--- config.mk ---
export PLATFORM = sky130hd
export DESIGN_NAME = multicycle_control_fsm_flat
export DESIGN_NICKNAME = d
export VERILOG_FILES = /design/src/rtl/multicycle_control_fsm_pkg.sv /design/src/rtl/multicycle_control_fsm_if.sv /design/src/rtl/multicycle_control_fsm_ctrl_output_decoder.sv /design/src/rtl/multicycle_control_fsm.sv /design/src/flat_wrapper.sv
export SDC_FILE = /design/constraint.sdc
export NUM_CORES = 1
export LEC_CHECK = 0
export ABC_AREA = 1
export CAP_MARGIN = 15
export CORE_AREA = 2 2 47 49
export CTS_BUF_LIST = sky130_fd_sc_hd__clkbuf_4
export CTS_CLUSTER_DIAMETER = 200
export DETAILED_ROUTE_END_ITERATION = 8
export DIE_AREA = 0 0 49 51
export GPL_TIMING_DRIVEN = 0
export PLACE_DENSITY_LB_ADDON = 0.05
export SYNTH_ARGS = -nofsm -noshare
export SYNTH_HDL_FRONTEND = slang
export SYNTH_SLANG_ARGS = --single-unit
--- constraint.sdc ---
create_clock -name clk -period 1.33 [get_ports clk]
set_input_delay 0.133 -clock clk [delete_from_list [all_inputs] [get_ports clk]]
set_output_delay 0.133 -clock clk [all_outputs]
set_load 0.01 [all_outputs]
--- src/rtl/multicycle_control_fsm_pkg.sv ---
// Shared encodings for the multicycle MIPS control path: opcodes, ALUOp codes (also decoded by ALU control),
// FSM state encoding, datapath mux selects and the packed control word.
package multicycle_control_fsm_pkg;

  localparam logic [5:0] OP_RTYPE = 6'b000000;
  localparam logic [5:0] OP_LW    = 6'b100011;
  localparam logic [5:0] OP_SW    = 6'b101011;
  localparam logic [5:0] OP_ADDI  = 6'b001000;
  localparam logic [5:0] OP_ORI   = 6'b001101;
  localparam logic [5:0] OP_LUI   = 6'b001111;
  localparam logic [5:0] OP_BEQ   = 6'b000100;
  localparam logic [5:0] OP_BNE   = 6'b000101;
  localparam logic [5:0] OP_J     = 6'b000010;
  localparam logic [5:0] OP_JAL   = 6'b000011;

  localparam logic [2:0] ALUOP_ADD  = 3'b000;
  localparam logic [2:0] ALUOP_BEQ  = 3'b001;
  localparam logic [2:0] ALUOP_BNE  = 3'b010;
  localparam logic [2:0] ALUOP_LUI  = 3'b011;
  localparam logic [2:0] ALUOP_ADDI = 3'b100;
  localparam logic [2:0] ALUOP_ORI  = 3'b101;
  localparam logic [2:0] ALUOP_SW   = 3'b110;
  localparam logic [2:0] ALUOP_R    = 3'b111;

  localparam logic [1:0] M2R_ALUOUT = 2'b00;
  localparam logic [1:0] M2R_MDR    = 2'b01;
  localparam logic [1:0] M2R_PC     = 2'b10;

  localparam logic [1:0] DST_RT = 2'b00;
  localparam logic [1:0] DST_RD = 2'b01;
  localparam logic [1:0] DST_RA = 2'b10;

  localparam logic [1:0] SRCB_REGB   = 2'b00;
  localparam logic [1:0] SRCB_FOUR   = 2'b01;
  localparam logic [1:0] SRCB_IMM    = 2'b10;
  localparam logic [1:0] SRCB_IMM_SH = 2'b11;

  localparam logic [1:0] PCSRC_ALU    = 2'b00;
  localparam logic [1:0] PCSRC_ALUOUT = 2'b01;
  localparam logic [1:0] PCSRC_JUMP   = 2'b10;
  localparam logic [1:0] PCSRC_REGA   = 2'b11;

  typedef enum logic [3:0] {
    S_FETCH    = 4'd0,
    S_DECODE   = 4'd1,
    S_MEM_ADDR = 4'd2,
    S_MEM_RD   = 4'd3,
    S_MEM_WB   = 4'd4,
    S_MEM_WR   = 4'd5,
    S_EXEC_R   = 4'd6,
    S_R_WB     = 4'd7,
    S_JR       = 4'd8,
    S_EXEC_I   = 4'd9,
    S_I_WB     = 4'd10,
    S_BRANCH   = 4'd11,
    S_JUMP     = 4'd12
  } state_t;

  typedef struct packed {
    logic       pc_write;
    logic       pc_write_cond;
    logic       branch_ne;
    logic       i_or_d;
    logic       mem_read;
    logic       mem_write;
    logic       ir_write;
    logic [1:0] mem_to_reg;
    logic [1:0] reg_dst;
    logic       reg_write;
    logic       alu_src_a;
    logic [1:0] alu_src_b;
    logic [1:0] pc_source;
    logic [2:0] alu_op;
    logic       illegal_op;
  } ctrl_word_t;

  function automatic logic op_is_legal(input logic [5:0] op, input logic en_jal);
    case (op)
      OP_RTYPE, OP_LW, OP_SW, OP_ADDI, OP_ORI, OP_LUI,
      OP_BEQ, OP_BNE, OP_J: op_is_legal = 1'b1;
      OP_JAL:               op_is_legal = en_jal;
      default:              op_is_legal = 1'b0;
    endcase
  endfunction

endpackage

--- src/rtl/multicycle_control_fsm_if.sv ---
// Control bus between the multicycle FSM (master) and the datapath / ALU control (slave).
interface multicycle_control_fsm_if;
  logic [5:0] Opcode;
  logic       JumpR;
  logic       PCWrite;
  logic       PCWriteCond;
  logic       BranchNE;
  logic       IorD;
  logic       MemRead;
  logic       MemWrite;
  logic       IRWrite;
  logic [1:0] MemtoReg;
  logic [1:0] RegDst;
  logic       RegWrite;
  logic       ALUSrcA;
  logic [1:0] ALUSrcB;
  logic [1:0] PCSource;
  logic [2:0] ALUOp;
  logic       IllegalOp;

  modport master (
    input  Opcode, JumpR,
    output PCWrite, PCWriteCond, BranchNE, IorD, MemRead, MemWrite, IRWrite,
           MemtoReg, RegDst, RegWrite, ALUSrcA, ALUSrcB, PCSource, ALUOp, IllegalOp
  );

  modport slave (
    output Opcode, JumpR,
    input  PCWrite, PCWriteCond, BranchNE, IorD, MemRead, MemWrite, IRWrite,
           MemtoReg, RegDst, RegWrite, ALUSrcA, ALUSrcB, PCSource, ALUOp, IllegalOp
  );
endinterface

--- src/rtl/multicycle_control_fsm_ctrl_output_decoder.sv ---
// Moore output decode: state + latched opcode -> datapath control word. Unlisted fields stay 0,
// so unused state encodings produce an all-quiet word.
module ctrl_output_decoder
  import multicycle_control_fsm_pkg::*;
#(
  parameter int ENABLE_JAL = 1
) (
  input  state_t     state_i,
  input  logic [5:0] opcode_i,
  output ctrl_word_t ctrl_o
);

  always_comb begin
    ctrl_o = '0;
    case (state_i)
      S_FETCH: begin
        ctrl_o.mem_read  = 1'b1;
        ctrl_o.ir_write  = 1'b1;
        ctrl_o.pc_write  = 1'b1;
        ctrl_o.alu_src_b = SRCB_FOUR;
        ctrl_o.alu_op    = ALUOP_ADD;
        ctrl_o.pc_source = PCSRC_ALU;
      end
      S_DECODE: begin
        ctrl_o.alu_src_b  = SRCB_IMM_SH;
        ctrl_o.alu_op     = ALUOP_ADD;
        ctrl_o.illegal_op = !op_is_legal(opcode_i, ENABLE_JAL != 0);
      end
      S_MEM_ADDR: begin
        ctrl_o.alu_src_a = 1'b1;
        ctrl_o.alu_src_b = SRCB_IMM;
        ctrl_o.alu_op    = (opcode_i == OP_SW) ? ALUOP_SW : ALUOP_ADD;
      end
      S_MEM_RD: begin
        ctrl_o.mem_read = 1'b1;
        ctrl_o.i_or_d   = 1'b1;
      end
      S_MEM_WB: begin
        ctrl_o.reg_write  = 1'b1;
        ctrl_o.reg_dst    = DST_RT;
        ctrl_o.mem_to_reg = M2R_MDR;
      end
      S_MEM_WR: begin
        ctrl_o.mem_write = 1'b1;
        ctrl_o.i_or_d    = 1'b1;
      end
      S_EXEC_R: begin
        ctrl_o.alu_src_a = 1'b1;
        ctrl_o.alu_src_b = SRCB_REGB;
        ctrl_o.alu_op    = ALUOP_R;
      end
      S_R_WB: begin
        ctrl_o.reg_write  = 1'b1;
        ctrl_o.reg_dst    = DST_RD;
        ctrl_o.mem_to_reg = M2R_ALUOUT;
      end
      S_JR: begin
        ctrl_o.pc_write  = 1'b1;
        ctrl_o.pc_source = PCSRC_REGA;
      end
      S_EXEC_I: begin
        ctrl_o.alu_src_a = 1'b1;
        ctrl_o.alu_src_b = SRCB_IMM;
        case (opcode_i)
          OP_ORI:  ctrl_o.alu_op = ALUOP_ORI;
          OP_LUI:  ctrl_o.alu_op = ALUOP_LUI;
          default: ctrl_o.alu_op = ALUOP_ADDI;
        endcase
      end
      S_I_WB: begin
        ctrl_o.reg_write = 1'b1;
        ctrl_o.reg_dst   = DST_RT;
      end
      S_BRANCH: begin
        ctrl_o.alu_src_a     = 1'b1;
        ctrl_o.alu_src_b     = SRCB_REGB;
        ctrl_o.alu_op        = opcode_i[0] ? ALUOP_BNE : ALUOP_BEQ;
        ctrl_o.pc_write_cond = 1'b1;
        ctrl_o.pc_source     = PCSRC_ALUOUT;
        ctrl_o.branch_ne     = opcode_i[0];
      end
      S_JUMP: begin
        ctrl_o.pc_write  = 1'b1;
        ctrl_o.pc_source = PCSRC_JUMP;
        if (ENABLE_JAL != 0 && opcode_i == OP_JAL) begin
          ctrl_o.reg_write  = 1'b1;
          ctrl_o.reg_dst    = DST_RA;
          ctrl_o.mem_to_reg = M2R_PC;
        end
      end
      default: ctrl_o = '0;
    endcase
  end

endmodule

--- src/rtl/multicycle_control_fsm.sv ---
// Main control FSM for the multicycle MIPS datapath: state register and next-state sequencing per opcode.
// Outputs come from ctrl_output_decoder. JumpR is consulted only in EXEC_R.
module multicycle_control_fsm
  import multicycle_control_fsm_pkg::*;
#(
  parameter int ENABLE_JAL = 1,
  parameter int STATE_W    = 4
) (
  input logic                    clk,
  input logic                    reset,
  multicycle_control_fsm_if.master bus
);

  state_t     state_q, state_d;
  ctrl_word_t ctrl;

  always_ff @(posedge clk or posedge reset) begin
    if (reset) state_q <= S_FETCH;
    else       state_q <= state_d;
  end

  always_comb begin
    state_d = S_FETCH;
    case (state_q)
      S_FETCH:  state_d = S_DECODE;
      S_DECODE: begin
        case (bus.Opcode)
          OP_RTYPE:                state_d = S_EXEC_R;
          OP_LW, OP_SW:            state_d = S_MEM_ADDR;
          OP_ADDI, OP_ORI, OP_LUI: state_d = S_EXEC_I;
          OP_BEQ, OP_BNE:          state_d = S_BRANCH;
          OP_J:                    state_d = S_JUMP;
          OP_JAL:                  state_d = (ENABLE_JAL != 0) ? S_JUMP : S_FETCH;
          default:                 state_d = S_FETCH;
        endcase
      end
      S_MEM_ADDR: state_d = (bus.Opcode == OP_SW) ? S_MEM_WR : S_MEM_RD;
      S_MEM_RD:   state_d = S_MEM_WB;
      S_EXEC_R:   state_d = bus.JumpR ? S_JR : S_R_WB;
      S_EXEC_I:   state_d = S_I_WB;
      // Terminal states and unused encodings all return to FETCH.
      default:    state_d = S_FETCH;
    endcase
  end

  ctrl_output_decoder #(.ENABLE_JAL(ENABLE_JAL)) u_dec (
    .state_i  (state_q),
    .opcode_i (bus.Opcode),
    .ctrl_o   (ctrl)
  );

  assign bus.PCWrite     = ctrl.pc_write;
  assign bus.PCWriteCond = ctrl.pc_write_cond;
  assign bus.BranchNE    = ctrl.branch_ne;
  assign bus.IorD        = ctrl.i_or_d;
  assign bus.MemRead     = ctrl.mem_read;
  assign bus.MemWrite    = ctrl.mem_write;
  assign bus.IRWrite     = ctrl.ir_write;
  assign bus.MemtoReg    = ctrl.mem_to_reg;
  assign bus.RegDst      = ctrl.reg_dst;
  assign bus.RegWrite    = ctrl.reg_write;
  assign bus.ALUSrcA     = ctrl.alu_src_a;
  assign bus.ALUSrcB     = ctrl.alu_src_b;
  assign bus.PCSource    = ctrl.pc_source;
  assign bus.ALUOp       = ctrl.alu_op;
  assign bus.IllegalOp   = ctrl.illegal_op;

endmodule

--- src/flat_wrapper.sv ---
// flat-port wrapper written by rule: the top's interface ports become plain ports
module multicycle_control_fsm_flat import multicycle_control_fsm_pkg::*;
#(
  parameter int ENABLE_JAL = 1,
  parameter int STATE_W    = 4
)
  (clk, reset, bus_Opcode, bus_JumpR, bus_PCWrite, bus_PCWriteCond, bus_BranchNE, bus_IorD, bus_MemRead, bus_MemWrite, bus_IRWrite, bus_MemtoReg, bus_RegDst, bus_RegWrite, bus_ALUSrcA, bus_ALUSrcB, bus_PCSource, bus_ALUOp, bus_IllegalOp);
  multicycle_control_fsm_if bus_i ();
  input logic clk;
  input logic reset;
  input wire logic [$bits(bus_i.Opcode)-1:0] bus_Opcode;
  input wire logic [$bits(bus_i.JumpR)-1:0] bus_JumpR;
  output wire logic [$bits(bus_i.PCWrite)-1:0] bus_PCWrite;
  output wire logic [$bits(bus_i.PCWriteCond)-1:0] bus_PCWriteCond;
  output wire logic [$bits(bus_i.BranchNE)-1:0] bus_BranchNE;
  output wire logic [$bits(bus_i.IorD)-1:0] bus_IorD;
  output wire logic [$bits(bus_i.MemRead)-1:0] bus_MemRead;
  output wire logic [$bits(bus_i.MemWrite)-1:0] bus_MemWrite;
  output wire logic [$bits(bus_i.IRWrite)-1:0] bus_IRWrite;
  output wire logic [$bits(bus_i.MemtoReg)-1:0] bus_MemtoReg;
  output wire logic [$bits(bus_i.RegDst)-1:0] bus_RegDst;
  output wire logic [$bits(bus_i.RegWrite)-1:0] bus_RegWrite;
  output wire logic [$bits(bus_i.ALUSrcA)-1:0] bus_ALUSrcA;
  output wire logic [$bits(bus_i.ALUSrcB)-1:0] bus_ALUSrcB;
  output wire logic [$bits(bus_i.PCSource)-1:0] bus_PCSource;
  output wire logic [$bits(bus_i.ALUOp)-1:0] bus_ALUOp;
  output wire logic [$bits(bus_i.IllegalOp)-1:0] bus_IllegalOp;
  assign bus_i.Opcode = bus_Opcode;
  assign bus_i.JumpR = bus_JumpR;
  assign bus_PCWrite = bus_i.PCWrite;
  assign bus_PCWriteCond = bus_i.PCWriteCond;
  assign bus_BranchNE = bus_i.BranchNE;
  assign bus_IorD = bus_i.IorD;
  assign bus_MemRead = bus_i.MemRead;
  assign bus_MemWrite = bus_i.MemWrite;
  assign bus_IRWrite = bus_i.IRWrite;
  assign bus_MemtoReg = bus_i.MemtoReg;
  assign bus_RegDst = bus_i.RegDst;
  assign bus_RegWrite = bus_i.RegWrite;
  assign bus_ALUSrcA = bus_i.ALUSrcA;
  assign bus_ALUSrcB = bus_i.ALUSrcB;
  assign bus_PCSource = bus_i.PCSource;
  assign bus_ALUOp = bus_i.ALUOp;
  assign bus_IllegalOp = bus_i.IllegalOp;
  multicycle_control_fsm #(.ENABLE_JAL(ENABLE_JAL), .STATE_W(STATE_W)) u_core (.clk(clk), .reset(reset), .bus(bus_i));
endmodule
==> impl_results.md, run 1 <==
* Status: finished, violations left
* Failing checks: negative setup slack
* Worst Path Arrival at 1.38 ns
* Reg-to-Reg Start: u_core.state_q[0]
* Flop-to-flop setup slack at roughly 0.11 ns
* Max Freq at between 600 and 700 MHz
* Final setup viols at 20
* RSZ-0062 raised after global routing: yes
* Synthesized flop and latch total at 4
* Biggest regs: u_core.state_q (4)
* Maximum vdd drop at 0.782 mV
* Placer Congestion at approximately 0.75
* Max FFs per register at 4
* Final hold violations at 0
* Period utilization at 113%
* Clk slew on worst S/H paths at 0.04 ns
* Non-Filler Instances at 192
* Post-route clock skew at 0.000481 ns
* P_leak at approximately 0.00068 µW
* Post-place setup slack at -0.643 ns
* Ant. Diodes at 0
* Most common cell after layout, fill and taps aside: nand2_1
* Worst hold path class: in -> async
* Most frequent cells in the layout: nand2_1 (28), inv_1 (18), nor2_1 (17), buf_2 (16), buf_4 (11)
* Row cnt at 17
* Post-Place Cells at roughly 180
* CTS Root Cell: clkbuf_4
* WP data required at roughly 1.2 ns
* Via density at about 4.4
* Routed wire length per instance at roughly 9.4 µm
* CP max-delay cell: dfrtp_1
* Max Root-Sink Buffers at 2
* Antenna-violating nets left at 0
* Critical Path, Cell by Cell: inv_2 -> nand2_4 -> nor2_4 -> buf_6 -> nand2_4 -> inv_2 -> a21oi_2 -> nand2_1 -> buf_2
* Gr usage total at 15.1%
* Synth Instances at approximately 120
* Vias in the first global route at about 810
* I/O pin total at 30
* Die Span Y at 51 µm
* First-pass GRT wire length at 3020 µm
* CP peak stage delay at about 0.42 ns
* Pwr dens at 1730 nW/µm²
* Synth-to-layout area growth at 77.6%
* Iteration-0 DRC Markers at 10
* DRC errors left at 0
* Clock latency on the worst-skew pair at ~0.23 ns
* IO Port Bufs at 28
* Global route total overflow at 0
* Inserted Clock Buffers at 3
* Fraction of layout cells with a size suffix above 1 at a little under 50%
* Crit-path max FO at 4
* Clk sink count at 4
* Synthesis Warnings at 0
* Reg2reg end: u_core.state_q[1]
* Vias at 841
* Sequential share of the synthesized area at roughly 16%
* Final Core Density at between 50% and 60%
* Maxcap violations at 0
* Crit Path Class: reg -> out
* CP Launch Type: flip-flop
* Die width at between 40 and 50 µm
* Number of fill cells in the layout at approximately 240
* Crit. End Element: primary output
* H-tree level count at 1
* Drt pass-1 iters at 4
* Initial antenna violation count at 0
* Core Region at between 2000 and 2500 µm²
* Syn avg cell area at around 5.2 µm²
* Tmin final at 1.51 ns
* Netlist cell types at 18
* Worst Reg-to-Reg Cells at 8
* Largest register by flop count: u_core.state_q
* Worst-margin pin slew at between 0.2 and 0.3 ns
* Max Transition Viols Final at 0
* DIE AREA at roughly 2500 µm²
* Power, Total at roughly 1900 µW
* Largest net degree at the start of global routing at 9
* Final worst setup slack at -0.178 ns
* Post-DP HPWL at 1400 µm
* Final nets at 175
* Syn Nets at 128
* Initial core utilization at slightly below 30%
* DRT Wirelength at roughly 1800 µm
* CTS tree: built
* Cell Area, Synth at between 600 and 700 µm²
* Relative slew margins at slightly above 80%
-- cell type report --
class,instances,area [µm²],area share [%]
Multi-Input combinational cell,86,479,43.9
Timing Repair Buffer,42,334,30.6
Sequential cell,4,104,9.52
Inverter,27,104,9.52
Tap cell,28,35.0,3.21
Clock buffer,3,22.5,2.06
Buffer,2,12.5,1.15
-- metal layers --
layer  vias to the layer above  global-route usage [%]  part of all wire, %
met1                       377                    13.4                   39
met2                        17                    33.6                   57
met3                         0                    2.05                  3.7
li1                        447                       -                    -
met4                         0                    5.24                    0
met5                         -                       0                    0
-- worst max-delay path, delay by kind of cell (launching register included) --
| family | cells | cell delay [ns] |
|---|---|---|
| AO/OA/AOI/OAI | 1 | 0.03 |
| flip-flops | 1 | 0.42 |
| AND/OR/NAND/NOR | 4 | 0.29 |
| buffers and inverters | 4 | 0.40 |
-- synth_stat cells --
master / number / area [µm²]
o21ai_0: 3 / 15.0
and3_1: 1 / 6.26
nor2_1: 19 / 71.3
nand2_2: 4 / 25.0
dfrtp_1: 4 / 100
nand2_1: 34 / 128
nand4_1: 1 / 6.26
nor2_2: 4 / 25.0
o21ai_1: 2 / 10.0
nor2_4: 3 / 33.8
buf_2: 1 / 5.00
a21oi_1: 5 / 25.0
inv_2: 3 / 11.3
nor3_2: 1 / 10.0
nand3_1: 8 / 40.0
inv_1: 24 / 90.1
nor3_1: 1 / 5.00
buf_4: 1 / 7.51
-- report_power, final --
group	switching, µW	internal (µW)	total (µW)
Sequential	87.8	180	267
Clock	42.8	100	143
Combinational	799	674	1470
Total	929	954	1880
-- through the flow --
step | hold slack [ns] | setup TNS, ns | cell area, µm²
after floorplan | -0.101 | 0 | 614
after global placement | 0.323 | -6.21 | 930
after detailed placement | 0.332 | -6.32 | 930
after CTS | 0.0922 | -1.82 | 1040
after global routing | 0.0909 | -3.32 | 1090
final | 0.0886 | -1.75 | 1090
-- kinds of logic (layout without fill, tap and decap cells) --
group | after synthesis | count (layout) | share of synthesized area [%]
simple gates | 76 | 76 | 57.0
flops | 4 | 4 | 16.3
buf+inv | 29 | 74 | 18.5
compound gates | 10 | 10 | 8.15
-- worst max path at each step --
| stage | slack [ns] | cells past startpoint | endpoint | start |
|---|---|---|---|---|
| 5_1_grt | -0.27 | 9 | bus_ALUOp[1] | u_core.state_q[2] |
| 3_3_place_gp | -0.65 | 8 | bus_ALUOp[2] | bus_Opcode[0] |
| 6_report | -0.18 | 9 | bus_ALUOp[1] | u_core.state_q[2] |
| 2_1_floorplan | 0.14 | 6 | bus_RegDst[1] | u_core.state_q[1] |
| 4_1_cts | -0.22 | 9 | bus_ALUOp[1] | u_core.state_q[2] |
| 3_5_place_dp | -0.64 | 8 | bus_ALUOp[2] | bus_Opcode[0] |
-- timing repair --
item / 4_1_cts / 5_1_grt
hold buffers: 0 / 0
endpoints found under the setup margin: 21 / 20
gates resized for setup: 110 / 16
setup buffers: 13 / 3
pin swaps: 14 / 9
No activity file was read; power rests on OpenSTA's default activity.
==> run 2: changes to the inputs <==
--- a/config.mk
+++ b/config.mk
@@ -14,6 +14,7 @@
 export DIE_AREA = 0 0 49 51
 export GPL_TIMING_DRIVEN = 0
 export PLACE_DENSITY_LB_ADDON = 0.05
+export SLEW_MARGIN = 15
 export SYNTH_ARGS = -nofsm -noshare
 export SYNTH_HDL_FRONTEND = slang
 export SYNTH_SLANG_ARGS = --single-unit
==> results of run 2 <==
Same layout as run 1: the final DEF is identical, and so are final timing and power.
